File: src/rtl/timebase_gen.sv
// timebase_gen: free-running 1 ms / 100 ms / 250 ms / 1 s strobe generator.
// Optional Wishbone slave (macro TIMEBASE_WB_EN) exposes CTRL/MS/SEC.
//
// Ports:
//   wb_clk_i            system clock
//   wb_rst_i            async active-high reset
//   wb_adr_i[3:0]       byte address, [3:2] decoded      (TIMEBASE_WB_EN)
//   wb_dat_i[31:0]      write data                       (TIMEBASE_WB_EN)
//   wb_dat_o[31:0]      registered read data             (TIMEBASE_WB_EN)
//   wb_we_i/cyc_i/stb_i Wishbone classic controls        (TIMEBASE_WB_EN)
//   wb_ack_o            single-cycle acknowledge         (TIMEBASE_WB_EN)
//   ms_edge             1-cycle pulse every 1 ms
//   tenth_second_edge   1-cycle pulse every 100 ms
//   quarter_second_edge 1-cycle pulse every 250 ms
//   second_edge         1-cycle pulse every 1000 ms
module timebase_gen #(
    parameter int CLKS_PER_MS = 100000
) (
    input  logic        wb_clk_i,
    input  logic        wb_rst_i,
`ifdef TIMEBASE_WB_EN
    input  logic [3:0]  wb_adr_i,
    input  logic [31:0] wb_dat_i,
    output logic [31:0] wb_dat_o,
    input  logic        wb_we_i,
    input  logic        wb_cyc_i,
    input  logic        wb_stb_i,
    output logic        wb_ack_o,
`endif
    output logic        ms_edge,
    output logic        tenth_second_edge,
    output logic        quarter_second_edge,
    output logic        second_edge
);

    localparam int PW = (CLKS_PER_MS > 1) ? $clog2(CLKS_PER_MS) : 1;
    localparam logic [PW-1:0] PRESC_MAX = PW'(CLKS_PER_MS - 1);

    logic [PW-1:0] presc;
    logic [9:0]    ms_cnt;
    // Side counters track ms_cnt mod 100 and mod 250 so the strobe
    // decode is a simple compare instead of a divider.
    logic [6:0]    tenth_cnt;
    logic [7:0]    quarter_cnt;

    logic enable;
    logic clear;

    logic tick;
    logic ms_wrap;
    logic tenth_wrap;
    logic quarter_wrap;
    logic count_ms;

    assign tick         = (presc == PRESC_MAX);
    assign ms_wrap      = (ms_cnt == 10'd999);
    assign tenth_wrap   = (tenth_cnt == 7'd99);
    assign quarter_wrap = (quarter_cnt == 8'd249);
    // A pending clear beats a same-cycle terminal count.
    assign count_ms     = enable & ~clear & tick;

    always_ff @(posedge wb_clk_i or posedge wb_rst_i) begin
        if (wb_rst_i) begin
            presc               <= '0;
            ms_cnt              <= '0;
            tenth_cnt           <= '0;
            quarter_cnt         <= '0;
            ms_edge             <= 1'b0;
            tenth_second_edge   <= 1'b0;
            quarter_second_edge <= 1'b0;
            second_edge         <= 1'b0;
        end else begin
            ms_edge             <= 1'b0;
            tenth_second_edge   <= 1'b0;
            quarter_second_edge <= 1'b0;
            second_edge         <= 1'b0;
            if (clear) begin
                presc       <= '0;
                ms_cnt      <= '0;
                tenth_cnt   <= '0;
                quarter_cnt <= '0;
            end else if (count_ms) begin
                presc               <= '0;
                ms_cnt              <= ms_wrap ? 10'd0 : ms_cnt + 10'd1;
                tenth_cnt           <= tenth_wrap ? 7'd0 : tenth_cnt + 7'd1;
                quarter_cnt         <= quarter_wrap ? 8'd0
                                                    : quarter_cnt + 8'd1;
                ms_edge             <= 1'b1;
                tenth_second_edge   <= tenth_wrap;
                quarter_second_edge <= quarter_wrap;
                second_edge         <= ms_wrap;
            end else if (enable) begin
                presc <= presc + PW'(1);
            end
        end
    end

`ifdef TIMEBASE_WB_EN
    logic [31:0] sec_cnt;
    logic        wb_req;
    logic        ctrl_wr;
    logic [31:0] rd_mux;
    logic        unused_bits;

    // Requests are only taken while ack is low, so a held strobe
    // produces ack every other cycle.
    assign wb_req  = wb_cyc_i & wb_stb_i & ~wb_ack_o;
    assign ctrl_wr = wb_req & wb_we_i & (wb_adr_i[3:2] == 2'd0);
    assign unused_bits = ^{wb_adr_i[1:0], wb_dat_i[31:2]};

    always_comb begin
        rd_mux = '0;
        case (wb_adr_i[3:2])
            2'd0:    rd_mux = {31'd0, enable};
            2'd1:    rd_mux = {22'd0, ms_cnt};
            2'd2:    rd_mux = sec_cnt;
            default: rd_mux = '0;
        endcase
    end

    always_ff @(posedge wb_clk_i or posedge wb_rst_i) begin
        if (wb_rst_i) begin
            wb_ack_o <= 1'b0;
            wb_dat_o <= '0;
            enable   <= 1'b1;
            clear    <= 1'b0;
        end else begin
            wb_ack_o <= wb_req;
            wb_dat_o <= (wb_req & ~wb_we_i) ? rd_mux : '0;
            clear    <= ctrl_wr & wb_dat_i[1];
            if (ctrl_wr) begin
                enable <= wb_dat_i[0];
            end
        end
    end

    always_ff @(posedge wb_clk_i or posedge wb_rst_i) begin
        if (wb_rst_i) begin
            sec_cnt <= '0;
        end else if (clear) begin
            sec_cnt <= '0;
        end else if (count_ms & ms_wrap) begin
            sec_cnt <= sec_cnt + 32'd1;
        end
    end
`else
    assign enable = 1'b1;
    assign clear  = 1'b0;
`endif

endmodule

File: config.mk
export PLATFORM = sky130hd
export DESIGN_NAME = timebase_gen
export DESIGN_NICKNAME = d
export VERILOG_FILES = /design/src/rtl/timebase_gen.sv
export SDC_FILE = /design/constraint.sdc
export NUM_CORES = 1
export LEC_CHECK = 0
export ABC_AREA = 1
export BUFFER_PORTS_ARGS = -buffer_cell sky130_fd_sc_hd__buf_2
export CELL_PAD_IN_SITES_DETAIL_PLACEMENT = 0
export CELL_PAD_IN_SITES_GLOBAL_PLACEMENT = 1
export CORE_MARGIN = 2
export CORE_UTILIZATION = 46
export DETAILED_ROUTE_END_ITERATION = 7
export GPL_TIMING_DRIVEN = 1
export PLACE_DENSITY = 0.85
export SETUP_SLACK_MARGIN = 0.4
export SLEW_MARGIN = 40
export SYNTH_ARGS = -nofsm -noshare
export SYNTH_HDL_FRONTEND = slang
export SYNTH_SLANG_ARGS = --single-unit
File: constraint.sdc
create_clock -name wb_clk_i -period 4.3 [get_ports wb_clk_i]
set_clock_uncertainty 0.05 [all_clocks]
set_input_delay 0 -clock wb_clk_i [delete_from_list [all_inputs] [get_ports wb_clk_i]]
set_output_delay 0 -clock wb_clk_i [all_outputs]
set_load 0.1 [all_outputs]
## Word level (Yosys, flattened, before mapping)

Cells that the tools add are included.

| storage, ports and cells | value |
|---|---|
| register bits after elaboration | 46 |
| logic and storage cells | 24 |
| output and inout bits | 4 |
| input bits | 2 |

| cells by class | value |
|---|---|
| equal/unequal tests | 4 |
| add/subtract/negate cells | 4 |
| multiplexer cells | 8 |

Operators with widths:

| cell | count |
|---|---|
| 17-bit by 1-bit adder with 17-bit output (second input constant) | 1 |
| 17-bit equality test (second input constant) | 1 |
| 17-bit two-way mux | 1 |
| 10-bit by 1-bit adder with 10-bit output (second input constant) | 1 |
| 10-bit equality test (second input constant) | 1 |
| 10-bit two-way mux | 1 |
| 8-bit by 1-bit adder with 8-bit output (second input constant) | 1 |
| 8-bit equality test (second input constant) | 1 |
| 8-bit two-way mux | 1 |
| 7-bit by 1-bit adder with 7-bit output (second input constant) | 1 |
| 7-bit equality test (second input constant) | 1 |
| 7-bit two-way mux | 1 |
| 1-bit two-way mux | 4 |

## Logic depth before layout (Yosys ltp)

| logic depth | value |
|---|---|
| depth after elaboration | 2 |
| mapped depth | 9 |
| gate-level depth less buffers | 9 |

## Worst setup path after synthesis

OpenSTA, ideal clock, no wires.

| path | value |
|---|---|
| path kind | register to register |
| from | reg presc[0] |
| to | reg quarter_cnt[3] |
| data arrival time | 1284 ps |
| slack | 2847 ps |
| setup time | 119 ps |
| clock period less this slack | 1453 ps |
| stages on the path, launching flop included | 10 |
| path through | dfrtp_1 -> ha_1 -> nand2_1 -> inv_1 -> nand2_1 -> nor2_1 -> nand2_1 -> buf_2 -> o21ai_1 -> and2_1 |

| between the ends | value |
|---|---|
| word-level cells in the longest chain between the ends | 1 |

Ends and longest elaborated chain:

| element | line | text |
|---|---|---|
| start: declaration | 39 | `logic [PW-1:0] presc;` |
| start signal: assignment | 93 | `presc <= presc + PW'(1);` |
| 17-bit equality test | 55 | `assign tick = (presc == PRESC_MAX);` |
| end signal: assignment | 86 | `quarter_cnt <= quarter_wrap ? 8'd0` |
| end: declaration | 44 | `logic [7:0] quarter_cnt;` |

Every way passes these cells.
A chain may end at the register's enable or synchronous reset.

## Worst setup path after layout

| path | value |
|---|---|
| from | reg presc[0] |
| to | reg presc[9] |

| between the ends | value |
|---|---|
| word-level cells in the longest chain between the ends | 2 |
| elaborated cells on any way between the ends | 3 |
| those cells by class | add/sub (1); eq/ne (1); mux (1) |

Ends and longest elaborated chain:

| element | line | text |
|---|---|---|
| 17-bit by 1-bit adder with 17-bit output / 17-bit equality test (equally long branches) | 93, 55 |  |
| 17-bit two-way mux * | 82 | `end else if (count_ms) begin` |

Mark *: on every way between the ends. The rest lies on a longest branch, timed or not.

==> results.yml <==
clock_tree:
  tritoncts: "built"
  post_cts_buffers: 0
  cts_buffers: 5
  cts-root-buf: "clkbuf_8"
  htree_levels: 2
  clkLatencyLatePin_ns: 0.30
  cts_max_path_buffers: 2
  clkTransAtPathRegs_ns: 0.09
  clock-sinks: 46
placed_design:
  dp.cells: 425
  pre_cts_ws_ns: 2.24
  port_buffers: 5
  gp_congestion: 0.798
  postPlaceCellArea_mm2: 0.00267
  dpl.hpwl_um: 3460
die:
  rows: 27
  io_pins: 6
  die_x_um: 78.9
  design.die.area_mm2: 0.00623
  core_area_mm2: 0.00547
  die-height_um: 78.9
  start_util_pct: 47.2
finish:
  fill_cells: 556
  num_antenna_cells: 0
  multiInputGateArea_mm2: 0.00119
  seqCellArea_mm2: 0.00115
  syn2layout_area_growth_pct: 8.14
  final_net_count: 368
  final_area_mm2: 0.00279
  drive_gt1_share_pct: 6.37
  final_cell_mix: "89 x nand2_1, 54 x inv_1, 46 x nor2_1, 46 x dfrtp_1, 34 x nand3_1"
  stdcell_count: 433
  final_common_cell: "nand2_1"
setup_path:
  worstSetupPathType: "reg -> reg"
  arrival_ns: 2.18
  cp_max_fo: 21
  required_ns: 4.47
  cp-end-kind: "flop"
  start_kind: "flop"
synthesis:
  syn-num-nets: 361
  synth_top_area_share_pct: 44.6
  yosys-top-cells-area: "dfrtp_1 45%, nand2_1 13%, inv_1 8.0%"
  yosys.area.top_type: "dfrtp_1"
  avgSynthCellArea_um2: 7.30
  synth_area_mm2: 0.00258
  ys_types: 25
  yosys_warnings: 0
  syn_inst: 354
  ys_seq_area_share_pct: 44.6
  ys_ff_latch: 46
grt:
  grt_busiest_layer: "met2"
  grt_start_max_net_pins: 47
  first_global_vias: 2020
  grt_util_met2_pct: 28.7
  antenna_found_initial: 0
  grt_util_met3_pct: 3.98
  grt_usage_pct: 18.1
  overflow: 0
  grt_util_met1_pct: 25.4
  grt_pass1_wl_um: 9070
detailed_routing:
  drc_errors: 0
  ant_nets: 0
  vias: 2140
  first_pass_iters: 4
  post_drt_wl_per_cell_um: 11.3
  drt_wl_total_um: 4890
  vias_per_cell: 4.94
  drt_iter0_drc: 124
flow_run:
  maxCapViolCount: 0
timing:
  fin_ws_ns: 2.29
  clock.fmax_ghz: 0.497
  fin_crit_ns: 2.01
  relSlewSlack_pct: 51.1
  finalCritPeriodShare_pct: 46.8
  final-setup-viol-count: 0
  rsz0062_at_grt: "no"
  finalHoldViolCount: 0
  slew_viol_final: 0
  worst_pin_slew_ns: 0.732
  tns_ns: 0
pwr:
  p_clk_share_pct: 42.7
  power_frac_comb_pct: 1.3
  p_switching_mw: 0.151
  power_density_mw_per_mm2: 276
  finalPower_mw: 0.771
  peakVddDrop_mv: 0.156
  power_frac_seq_pct: 56.1
  leakage_nw: 1.34
  p_int_mw: 0.619
  switching_share_pct: 19.6
worst_hold_path:
  hold_class: "in -> async"
outcome:
  status: "complete, no violations"
[registers in the layout (all words and copies together) (netlist names)]
register	cells
presc	17
ms_cnt	10
quarter_cnt	8
tenth_cnt	7
ms_edge	1
quarter_second_edge	1
second_edge	1
tenth_second_edge	1
[cell usage after synthesis]
| library cell | count |
|---|---|
| a21oi_1 | 7 |
| and2_1 | 2 |
| buf_2 | 4 |
| buf_6 | 1 |
| clkbuf_1 | 1 |
| dfrtp_1 | 46 |
| ha_1 | 5 |
| inv_1 | 55 |
| inv_2 | 1 |
| nand2_1 | 89 |
| nand2_2 | 4 |
| nand3_1 | 35 |
| nand3b_1 | 2 |
| nand4_1 | 11 |
| nor2_1 | 46 |
| nor2_2 | 3 |
| nor2_4 | 1 |
| nor3_1 | 5 |
| nor4_1 | 1 |
| o21ai_0 | 12 |
| o21ai_1 | 9 |
| o21bai_1 | 1 |
| o22ai_1 | 1 |
| xnor2_1 | 2 |
| xor2_1 | 10 |
[worst paths after layout]
kind | slack (ns) | depth (start not counted) | end | from
worst max-delay path | 2.29 | 8 | presc[9]$_DFF_PP0_ | presc[0]$_DFF_PP0_
worst min-delay path | 0.26 | 3 | presc[16]$_DFF_PP0_ | wb_rst_i
worst max register to register | 2.29 | 8 | presc[9]$_DFF_PP0_ | presc[0]$_DFF_PP0_
worst min register to register | 0.42 | 1 | presc[0]$_DFF_PP0_ | presc[0]$_DFF_PP0_
max in group asynchronous | 3.54 | 3 | presc[3]$_DFF_PP0_ | wb_rst_i
min in group wb_clk_i | 0.42 | 1 | presc[0]$_DFF_PP0_ | presc[0]$_DFF_PP0_
[logic make-up after synthesis]
kind of cell,synth area share (%)
AND/OR/NAND/NOR,33.5
buffers and inverters,9.50
flip-flops,44.6
AO/OA/AOI/OAI,5.96
XOR/XNOR,4.07
adder cells (fa/ha/maj),2.42
[critical path: stages, from the launching register on]
cell and delay (ns):
dfrtp_1 0.40, ha_1 0.22, nand2_1 0.10, inv_1 0.07, nand2_1 0.12, nor2_1 0.08
nand2_1 0.55, o21ai_0 0.20, a21oi_1 0.15
[routing by layer]
| metal | part of all wire (%) | vias to the layer above |
|---|---|---|
| li1 | - | 1120 |
| met4 | 0.59 | 0 |
| met5 | 0 | - |
| met2 | 45 | 26 |
| met3 | 2.7 | 2 |
| met1 | 52 | 992 |
[timing repair]
| action | CTS | global route |
|---|---|---|
| endpoints found under the hold margin | 46 | 0 |
| hold buffers | 1 | 0 |
| gates resized for setup | 0 | 0 |
[through the flow]
stage	hold slack [ns]	util [%]
floorplan	0.244	-
global placement	0.228	48.7
detailed placement	0.0617	48.7
CTS	0.281	50.9
global route	0.318	51.0
finish	0.260	51.0
[power groups by stage]
stage / Combinational, mW / Clock [mW] / Sequential, mW
floorplan: 0.00634 / 0 / 0.441
global placement: 0.00944 / 0 / 0.441
detailed placement: 0.00996 / 0 / 0.441
CTS: 0.0106 / 0.341 / 0.432
global route: 0.0117 / 0.356 / 0.432
finish: 0.00973 / 0.329 / 0.432
[final cells by class]
type,count,area share (%)
Clock inverter,1,1.08
Inverter,56,7.62
Tap cell,72,3.23
Multi-Input combinational cell,246,42.7
Timing Repair Buffer,6,1.25
Clock buffer,6,2.96
Sequential cell,46,41.2
Power figures use the tool's default switching activity.
